**src/rtl/spi_pkg.sv**
```systemverilog
// Shared definitions for the SPI master frame engine: FSM state encoding
// and the idle levels of the serial clock and chip select pins.
package spi_pkg;

  typedef enum logic [2:0] {
    IDLE,
    SETUP,
    XFER,
    HOLD,
    GAP
  } state_t;

  localparam logic SCLK_IDLE   = 1'b0;
  localparam logic CS_INACTIVE = 1'b1;

endpackage

```
**src/rtl/spi_clk_div.sv**
```systemverilog
// Half-period divider for the SPI master: counts CLK_DIV enabled cycles per
// sclk half-period and flags whether the period that just ended was low (rise) or high (fall).
module spi_clk_div #(
  parameter int CLK_DIV = 4
) (
  input  logic clk,
  input  logic reset,
  input  logic enable,
  input  logic clear,
  output logic rise_tick,
  output logic fall_tick
);

  localparam int CW = $clog2(CLK_DIV + 1);

  logic [CW-1:0] count;
  logic          phase;
  logic          tick;

  // phase is 0 while sclk is low, so the tick that ends a low half-period is a rise
  assign tick      = enable && (count == CW'(CLK_DIV - 1));
  assign rise_tick = tick && !phase;
  assign fall_tick = tick && phase;

  always_ff @(posedge clk or negedge reset) begin
    if (!reset) begin
      count <= '0;
      phase <= 1'b0;
    end else if (clear) begin
      count <= '0;
      phase <= 1'b0;
    end else if (tick) begin
      count <= '0;
      phase <= ~phase;
    end else if (enable) begin
      count <= count + CW'(1);
    end
  end

endmodule

```
**src/rtl/spi_master_xfer.sv**
```systemverilog
// SPI mode-0 master frame engine: one word per valid/ready accept, full-duplex shift.
// Define SPI_LSB_FIRST_EN to shift LSB first; the default build is MSB first.
module spi_master_xfer
  import spi_pkg::*;
#(
  parameter int DATA_W  = 5,
  parameter int CLK_DIV = 4,
  parameter int CS_GAP  = 2
) (
  input  logic              clk,
  input  logic              reset,
  input  logic [DATA_W-1:0] tx_data,
  input  logic              tx_valid,
  output logic              tx_ready,
  output logic [DATA_W-1:0] rx_data,
  output logic              rx_valid,
  output logic              busy,
  output logic              cs_n,
  output logic              sclk,
  output logic              mosi,
  input  logic              miso
);

  localparam int BW = $clog2(DATA_W + 1);
  localparam int GW = $clog2(CS_GAP + 1);

  state_t            state;
  logic [DATA_W-1:0] tx_shift;
  logic [DATA_W-1:0] rx_shift;
  logic [DATA_W-1:0] tx_next;
  logic [DATA_W-1:0] rx_next;
  logic [BW-1:0]     bit_cnt;
  logic [GW-1:0]     gap_cnt;
  logic              load_bit;
  logic              next_bit;
  logic              div_en;
  logic              div_clr;
  logic              rise_tick;
  logic              fall_tick;
  logic              tick;

  // tx_shift rotates so the register stays fully used; only the bit on mosi matters
`ifdef SPI_LSB_FIRST_EN
  assign load_bit = tx_data[0];
  assign tx_next  = {tx_shift[0], tx_shift[DATA_W-1:1]};
  assign next_bit = tx_next[0];
  assign rx_next  = {miso, rx_shift[DATA_W-1:1]};
`else
  assign load_bit = tx_data[DATA_W-1];
  assign tx_next  = {tx_shift[DATA_W-2:0], tx_shift[DATA_W-1]};
  assign next_bit = tx_next[DATA_W-1];
  assign rx_next  = {rx_shift[DATA_W-2:0], miso};
`endif

  assign tick    = rise_tick | fall_tick;
  assign div_en  = (state == SETUP) || (state == XFER) || (state == HOLD);
  assign div_clr = !div_en || ((state != XFER) && tick);

  spi_clk_div #(
    .CLK_DIV(CLK_DIV)
  ) u_clk_div (
    .clk      (clk),
    .reset    (reset),
    .enable   (div_en),
    .clear    (div_clr),
    .rise_tick(rise_tick),
    .fall_tick(fall_tick)
  );

  always_ff @(posedge clk or negedge reset) begin
    if (!reset) begin
      state    <= IDLE;
      cs_n     <= CS_INACTIVE;
      sclk     <= SCLK_IDLE;
      mosi     <= 1'b0;
      tx_ready <= 1'b1;
      busy     <= 1'b0;
      rx_valid <= 1'b0;
      rx_data  <= '0;
      tx_shift <= '0;
      rx_shift <= '0;
      bit_cnt  <= '0;
      gap_cnt  <= '0;
    end else begin
      rx_valid <= 1'b0;
      case (state)
        IDLE: begin
          if (tx_valid) begin
            state    <= SETUP;
            tx_shift <= tx_data;
            rx_shift <= '0;
            mosi     <= load_bit;
            cs_n     <= ~CS_INACTIVE;
            tx_ready <= 1'b0;
            busy     <= 1'b1;
            bit_cnt  <= '0;
          end
        end
        SETUP: begin
          if (tick) state <= XFER;
        end
        XFER: begin
          if (rise_tick) begin
            sclk     <= ~SCLK_IDLE;
            rx_shift <= rx_next;
          end else if (fall_tick) begin
            sclk    <= SCLK_IDLE;
            bit_cnt <= bit_cnt + BW'(1);
            // the last falling edge closes the frame without advancing mosi
            if (bit_cnt == BW'(DATA_W - 1)) begin
              state <= HOLD;
            end else begin
              tx_shift <= tx_next;
              mosi     <= next_bit;
            end
          end
        end
        HOLD: begin
          if (tick) begin
            state    <= GAP;
            rx_data  <= rx_shift;
            rx_valid <= 1'b1;
            cs_n     <= CS_INACTIVE;
            mosi     <= 1'b0;
            gap_cnt  <= '0;
          end
        end
        GAP: begin
          if (gap_cnt == GW'(CS_GAP - 1)) begin
            state    <= IDLE;
            tx_ready <= 1'b1;
            busy     <= 1'b0;
          end else begin
            gap_cnt <= gap_cnt + GW'(1);
          end
        end
        default: state <= IDLE;
      endcase
    end
  end

endmodule

```
**config.mk**
```make
export PLATFORM = sky130hd
export DESIGN_NAME = spi_master_xfer
export DESIGN_NICKNAME = d
export VERILOG_FILES = /design/src/rtl/spi_pkg.sv /design/src/rtl/spi_clk_div.sv /design/src/rtl/spi_master_xfer.sv
export SDC_FILE = /design/constraint.sdc
export NUM_CORES = 1
export LEC_CHECK = 0
export BUFFER_PORTS_ARGS = -buffer_cell sky130_fd_sc_hd__buf_2
export CAP_MARGIN = 20
export CORE_AREA = 2 2 62 64
export DETAILED_ROUTE_END_ITERATION = 10
export DIE_AREA = 0 0 64 66
export HOLD_SLACK_MARGIN = 0.12
export SLEW_MARGIN = 10
export SYNTH_ARGS = -nofsm -noshare
export SYNTH_HDL_FRONTEND = slang
export SYNTH_SLANG_ARGS = --single-unit
export TNS_END_PERCENT = 10
```
**constraint.sdc**
```tcl
create_clock -name clk -period 4 [get_ports clk]
set_input_delay 0 -clock clk [delete_from_list [all_inputs] [get_ports clk]]
set_output_delay 0 -clock clk [all_outputs]
set_load 0.01 [all_outputs]
```
==> out/metrics.json, run 1 <==
{
  "status": {
    "run_status": "finished, final reports clean"
  },
  "clock_network": {
    "cts_made_buffers": 5,
    "hold_buffers_post_cts": 8,
    "deepest_level_of_the_cts_h_tree": 2,
    "worst_setup_hold_path_clk_slew_ps": 100,
    "worst_skew_pair.late_latency_ps": 330,
    "cell_chosen_for_the_clock_root": "clkbuf_4",
    "cts_max_path_bufs": 2,
    "cts_resized": 0,
    "tritoncts": "yes",
    "cts.sinks": 33,
    "post-cts-setup-buffers": 0
  },
  "critical_path": {
    "ff2ff_setup_slack_ps": 2180,
    "cp.required_ps": 4220,
    "timing.critical_path.slowest_cell_delay_ps": 610,
    "worstPathMaxFanout": 19,
    "critical_path.cell_chain": "and4bb_4 -> a21oi_2 -> nor3_4 -> mux2_2",
    "critical_path.endpoint_type": "register",
    "critPathLaunchType": "register",
    "worst-path-buf-inv": 0,
    "crit_slowest_cell": "dfrtp_1",
    "r2r_cells": 4,
    "arrival_ps": 2040,
    "critical_path.reg2reg.startpoint": "state[2]",
    "family_with_the_most_delay_on_the_worst_path": "simple AND/OR/NAND/NOR gates",
    "timing_worst_setup_path_type": "reg2reg",
    "r2r-end": "tx_shift[1]"
  },
  "hold_path": {
    "worst_hold_path_type": "in2async"
  },
  "floorplanning": {
    "core_sq_um": 3550,
    "fp.dieH_microns": 66,
    "placementRows": 22,
    "initial_utilization": 0.436,
    "top_level_ports": 20,
    "die-area_sq_um": 4220,
    "die_width_microns": 64
  },
  "route": {
    "vias": 1120,
    "drt_wl_total_mm": 2.89,
    "remaining_drc_errors": 0,
    "via_per_inst": 5.28,
    "detail_route.iter0.violations": 45,
    "drt_pass1_iterations": 4,
    "wl_per_cell_microns": 13.6,
    "drtAntennaViolNets": 0
  },
  "timing": {
    "max_slew.worst_pin.slew_ps": 729,
    "totalNegativeSetupSlack_ps": 0,
    "hold_violations": 0,
    "fin_crit_ps": 1820,
    "rsz0062_at_grt": "no",
    "slew_violations": 0,
    "clock-skew-final_ps": 4.89,
    "final.period_utilization": 0.455,
    "maxClockFrequency_mhz": 549,
    "relSlewSlack": 0.514,
    "setup-violations-final": 0
  },
  "layout": {
    "commonest_cells_after_routing_fill_and_taps_aside": "dfrtp_1, buf_2, mux2_2",
    "syn2layout_area_growth_pct": 16.7,
    "design.final.nets": 176,
    "layout-drive-gt1-share": 0.299,
    "insertedDiodeCount": 0,
    "stdcell_count": 212,
    "final-seq-area_sq_um": 828,
    "filler_cell_count": 332,
    "multi_input_comb_area_sq_um": 668,
    "layout.cells.most_common": "dfrtp_1"
  },
  "global_routing": {
    "maximum_number_of_pins_on_one_net_before_global_route_repair": 34,
    "grt_remaining_overflow": 0,
    "antenna_found_initial": 0,
    "grt_first_pass_wirelength_mm": 5.09,
    "global_route.usage.total": 0.160,
    "first_global_vias": 1139
  },
  "yosys": {
    "synth_area_leader_cell": "dfrtp_1",
    "yosys-top-cells-area": "dfrtp_1, mux2_2, dfstp_2",
    "synth_enable_flop_cells": 0,
    "yosys_register_bits": 33,
    "synth_net_count": 146,
    "synth_async_reset_ratio": 1.00,
    "synth-warning-count": 0,
    "synthDominantCellAreaShare": 0.502,
    "synth.cell_area_sq_um": 1550,
    "synth_ff_type": "dfrtp_1",
    "synthesized_area_per_cell_sq_um": 11.6,
    "ys_types": 43,
    "syn-instance-count": 133,
    "synth.yosys.seq_area_share": 0.536
  },
  "placement": {
    "io_buffers": 19,
    "dp.final_hpwl_mm": 1.98,
    "dp.cells": 196,
    "place_congestion": 0.863
  },
  "power": {
    "power_density_nw_per_um2": 584,
    "ir_drop_v": 0.000268,
    "power.leakage_nw": 0.863
  },
  "job": {
    "drv.max_cap_violation_count": 0
  }
}
-- how the worst max path moves through the flow --
stage,startpoint,endpoint,cells past startpoint
after global routing,state[1],rx_shift[0],3
after CTS,state[2],tx_shift[1],4
after detailed placement,state[2],tx_shift[1],4
final,state[2],tx_shift[1],4
after floorplan,bit_cnt[0],tx_shift[0],6
after global placement,state[2],tx_shift[0],4
-- state kept, by name, indices dropped and copies added (netlist names) --
name	count
rx_data	5
rx_shift	5
tx_shift	5
bit_cnt	3
state	3
u_clk_div.count	3
gap_cnt	2
busy	1
cs_n	1
mosi	1
rx_valid	1
sclk	1
tx_ready	1
u_clk_div.phase	1
-- synth_stat cells (all sizes together) (2+ instances only) --
cell,count
dfstp,2
a21oi,8
nand3b,2
a22o,5
buf,3
ha,4
a21boi,2
nand2b,2
nor2,10
nor3,2
mux2,13
nand2,12
nand3,2
o21ai,9
and4bb,2
dfrtp,31
nor4,2
inv,6
-- power by group --
group | internal (W) | switching, W
sequential | 0.000428 | 0.000108
clock | 0.0000669 | 0.000112
combinational | 0.000175 | 0.000164
total | 0.000670 | 0.000384
-- area by class of cell --
cell class / instances / share of cell area
clock buffers: 6 / 0.0229
clock inverters: 2 / 0.00554
inverters: 6 / 0.0125
multi-input cells: 90 / 0.370
flip-flops and latches: 33 / 0.459
well taps: 48 / 0.0333
repair buffers: 27 / 0.0970
-- kinds of logic (layout without fill, tap and decap cells) --
kind of cell,Yosys count,after routing,synth area share
compound gates,30,30,0.130
xor+xnor,1,1,0.00566
fa+ha+maj,4,4,0.0324
buf+inv,10,41,0.0324
flops,33,33,0.536
mux,14,14,0.101
simple gates,41,41,0.163
-- per-layer routing --
metal	routed length, microns	vias up	global-route usage
li1	-	537	-
met4	59	0	0.0734
met2	1400	22	0.254
met3	123	8	0.0409
met5	0	-	0
met1	1310	553	0.204
-- metrics by stage --
step / util / hold slack, ps / setup slack [ps] / instance area (sq um) / power, W
5_1_grt: 0.508 / 327 / 2050 / 1810 / 0.00115
3_5_place_dp: 0.471 / 108 / 2160 / 1670 / 0.000880
2_1_floorplan: - / -296 / 2480 / 1550 / 0.000793
3_3_place_gp: 0.471 / 91.7 / 2230 / 1670 / 0.000862
4_1_cts: 0.508 / 283 / 2140 / 1810 / 0.00107
6_report: 0.508 / 248 / 2180 / 1810 / 0.00105
No activity file was read; power rests on OpenSTA's default activity.
==> run 2, diff against run 1 <==
ABC_AREA = 1   (was unset)
CORE_AREA = 2 2 64 66   (was 2 2 62 64)
DIE_AREA = 0 0 66 68   (was 0 0 64 66)
clock period = 1.7 ns   (was 4 ns; I/O delays follow)
==> run 2 against run 1 <==
  * Non-clock buffer count is 3 higher
  * Sequential share of layout area is 3.6 points lower
  * Count of clock-buffer cells in the layout stayed put
  * Register-to-register slack worse by 2000 ps
  * Highest routed layer unchanged
  * Sequential cell count stayed put
==> out/metrics.json, run 2 <==
{
  "timing": {
    "hold_violations": 0,
    "rsz0062_at_grt": "no",
    "clock-skew-final_ps": 8.90,
    "final.period_utilization": 0.878,
    "totalNegativeSetupSlack_ps": 0,
    "maxClockFrequency_mhz": 670,
    "fin_crit_ps": 1490,
    "slew_violations": 0,
    "setup-violations-final": 0,
    "max_slew.worst_pin.slew_ps": 730,
    "relSlewSlack": 0.513,
    "post_route_worst_hold_slack_ps": 309
  },
  "power": {
    "power.leakage_nw": 1.03,
    "power_density_nw_per_um2": 1550,
    "ir_drop_v": 0.000615
  },
  "placement": {
    "place_congestion": 0.822,
    "io_buffers": 19,
    "dp.final_hpwl_mm": 2.18
  },
  "global_routing": {
    "first_global_vias": 1211,
    "grt_first_pass_wirelength_mm": 5.56,
    "antenna_found_initial": 0,
    "maximum_number_of_pins_on_one_net_before_global_route_repair": 34,
    "grt_remaining_overflow": 0,
    "global_route.usage.total": 0.165
  },
  "yosys": {
    "synth_most_common_cell": "nand2_1",
    "synth_async_reset_ratio": 1.00,
    "syn-instance-count": 191,
    "synth.yosys.seq_area_share": 0.500,
    "yosys_register_bits": 33,
    "synth_ff_type": "dfrtp_1",
    "synthesized_area_per_cell_sq_um": 8.67,
    "synth_enable_flop_cells": 0,
    "synthDominantCellAreaShare": 0.469,
    "synth_area_leader_cell": "dfrtp_1",
    "ys_types": 28,
    "synth.cell_area_sq_um": 1660,
    "synth_top_cells_by_count": "nand2_1, dfrtp_1, inv_1",
    "synth-warning-count": 0,
    "yosys-top-cells-area": "dfrtp_1, nand2_1, inv_1",
    "synth_net_count": 204
  },
  "layout": {
    "syn2layout_area_growth_pct": 19.0,
    "commonest_cells_after_routing_fill_and_taps_aside": "nand2_1, dfrtp_1, inv_1, buf_2, nand3_1",
    "largest_registers": "rx_data x5, rx_shift x5, tx_shift x5",
    "layout.cells.most_common": "nand2_1",
    "layout-drive-gt1-share": 0.224,
    "design.final.nets": 235,
    "insertedDiodeCount": 0
  },
  "route": {
    "detail_route.iter0.violations": 67,
    "drt_wl_total_mm": 3.06,
    "drt_pass1_iterations": 4,
    "remaining_drc_errors": 0,
    "via_per_inst": 4.60,
    "wl_per_cell_microns": 11.2,
    "vias": 1257,
    "drtAntennaViolNets": 0
  },
  "clock_network": {
    "cts.sinks": 33,
    "cell_chosen_for_the_clock_root": "clkbuf_8",
    "post-cts-setup-buffers": 0,
    "cts_made_buffers": 5,
    "deepest_level_of_the_cts_h_tree": 2,
    "tritoncts": "yes",
    "worst_skew_pair.late_latency_ps": 290,
    "cts_max_path_bufs": 2,
    "worst_setup_hold_path_clk_slew_ps": 70
  },
  "floorplanning": {
    "core_sq_um": 3860,
    "initial_utilization": 0.429,
    "die-area_sq_um": 4490,
    "top_level_ports": 20,
    "die_width_microns": 66,
    "fp.dieH_microns": 68,
    "placementRows": 23
  },
  "critical_path": {
    "critPathLaunchType": "register",
    "cp.required_ps": 1870,
    "timing_worst_setup_path_type": "reg2reg",
    "critical_path.endpoint_type": "register",
    "worstPathMaxFanout": 11,
    "arrival_ps": 1660
  },
  "status": {
    "run_status": "finished, final reports clean"
  },
  "job": {
    "drv.max_cap_violation_count": 0
  },
  "hold_path": {
    "worst_hold_path_type": "in2async"
  }
}
run 2: path summary, 6_finish.rpt:
path                               startpoint                  to  slack (ps)  cells past startpoint
setup / recovery           u_clk_div.count[0]         tx_shift[0]         210                      8
hold / removal                          reset          rx_data[3]         310                      2
setup reg to reg           u_clk_div.count[0]         tx_shift[0]         210                      8
hold reg to reg            u_clk_div.count[0]  u_clk_div.count[0]         450                      1
max in group asynchronous               reset            state[1]         880                      2
min in group clk           u_clk_div.count[0]  u_clk_div.count[0]         450                      1
run 2: what timing repair did:
| action | in CTS | in global routing |
|---|---|---|
| endpoints found under the hold margin | 40 | 0 |
| hold buffers | 8 | 0 |
| resized for setup | 0 | 3 |
| endpoints found under the setup margin | 0 | 5 |
run 2: cells by family (layout without fill, tap and decap cells):
logic type | after synthesis | count (layout) | synth area share
and+or+nand+nor | 106 | 106 | 0.314
adders and majority gates | 4 | 4 | 0.0302
buffers and inverters | 27 | 59 | 0.0854
DFF | 33 | 33 | 0.500
AOI/OAI and AO/OA | 20 | 20 | 0.0642
xor gates and xnor gates | 1 | 1 | 0.00529
run 2: worst max-delay path, stage by stage (launching register included):
cell,delay [ps]
dfrtp_1,360
ha_1,190
nand2_2,110
inv_1,90
nand3_1,110
nand2_2,210
nand3_2,160
nand2_1,90
nand2_1,50
run 2: where the power goes:
part           total, W  leakage [nW]  switching [W]  internal [W]
clock network  0.000723        0.0552       0.000288      0.000435
logic           0.00114         0.548       0.000716      0.000426
registers       0.00119         0.426       0.000191       0.00100
total           0.00306          1.03        0.00120       0.00186
run 2: stage by stage:
stage | cell area (sq um) | worst slack (ps) | util | total power (W) | cells
global route | 1970 | 1.13 | 0.511 | 0.00335 | 273
global placement | 1780 | 158 | 0.461 | 0.00233 | 257
floorplan | 1660 | 368 | - | 0.00213 | 191
detailed placement | 1780 | 125 | 0.461 | 0.00234 | 257
finish | 1970 | 208 | 0.511 | 0.00306 | 273
CTS | 1970 | 118 | 0.510 | 0.00309 | 273
run 2: area by class of cell:
| class | count | area, sq um |
|---|---|---|
| multi-input combinational | 131 | 686 |
| timing repair buffer | 30 | 198 |
| tap | 50 | 62.6 |
| clock buffer | 6 | 72.6 |
| clock inverter | 2 | 35.0 |
| sequential | 33 | 832 |
| fill | 379 | 1890 |
| inverter | 21 | 83.8 |
run 2: layer usage:
layer	wire, microns	vias up	GRT usage
met2	1350	19	0.251
met3	91	4	0.0493
met4	34	0	0.0689
met5	0	-	0
met1	1580	558	0.222
li1	-	676	-
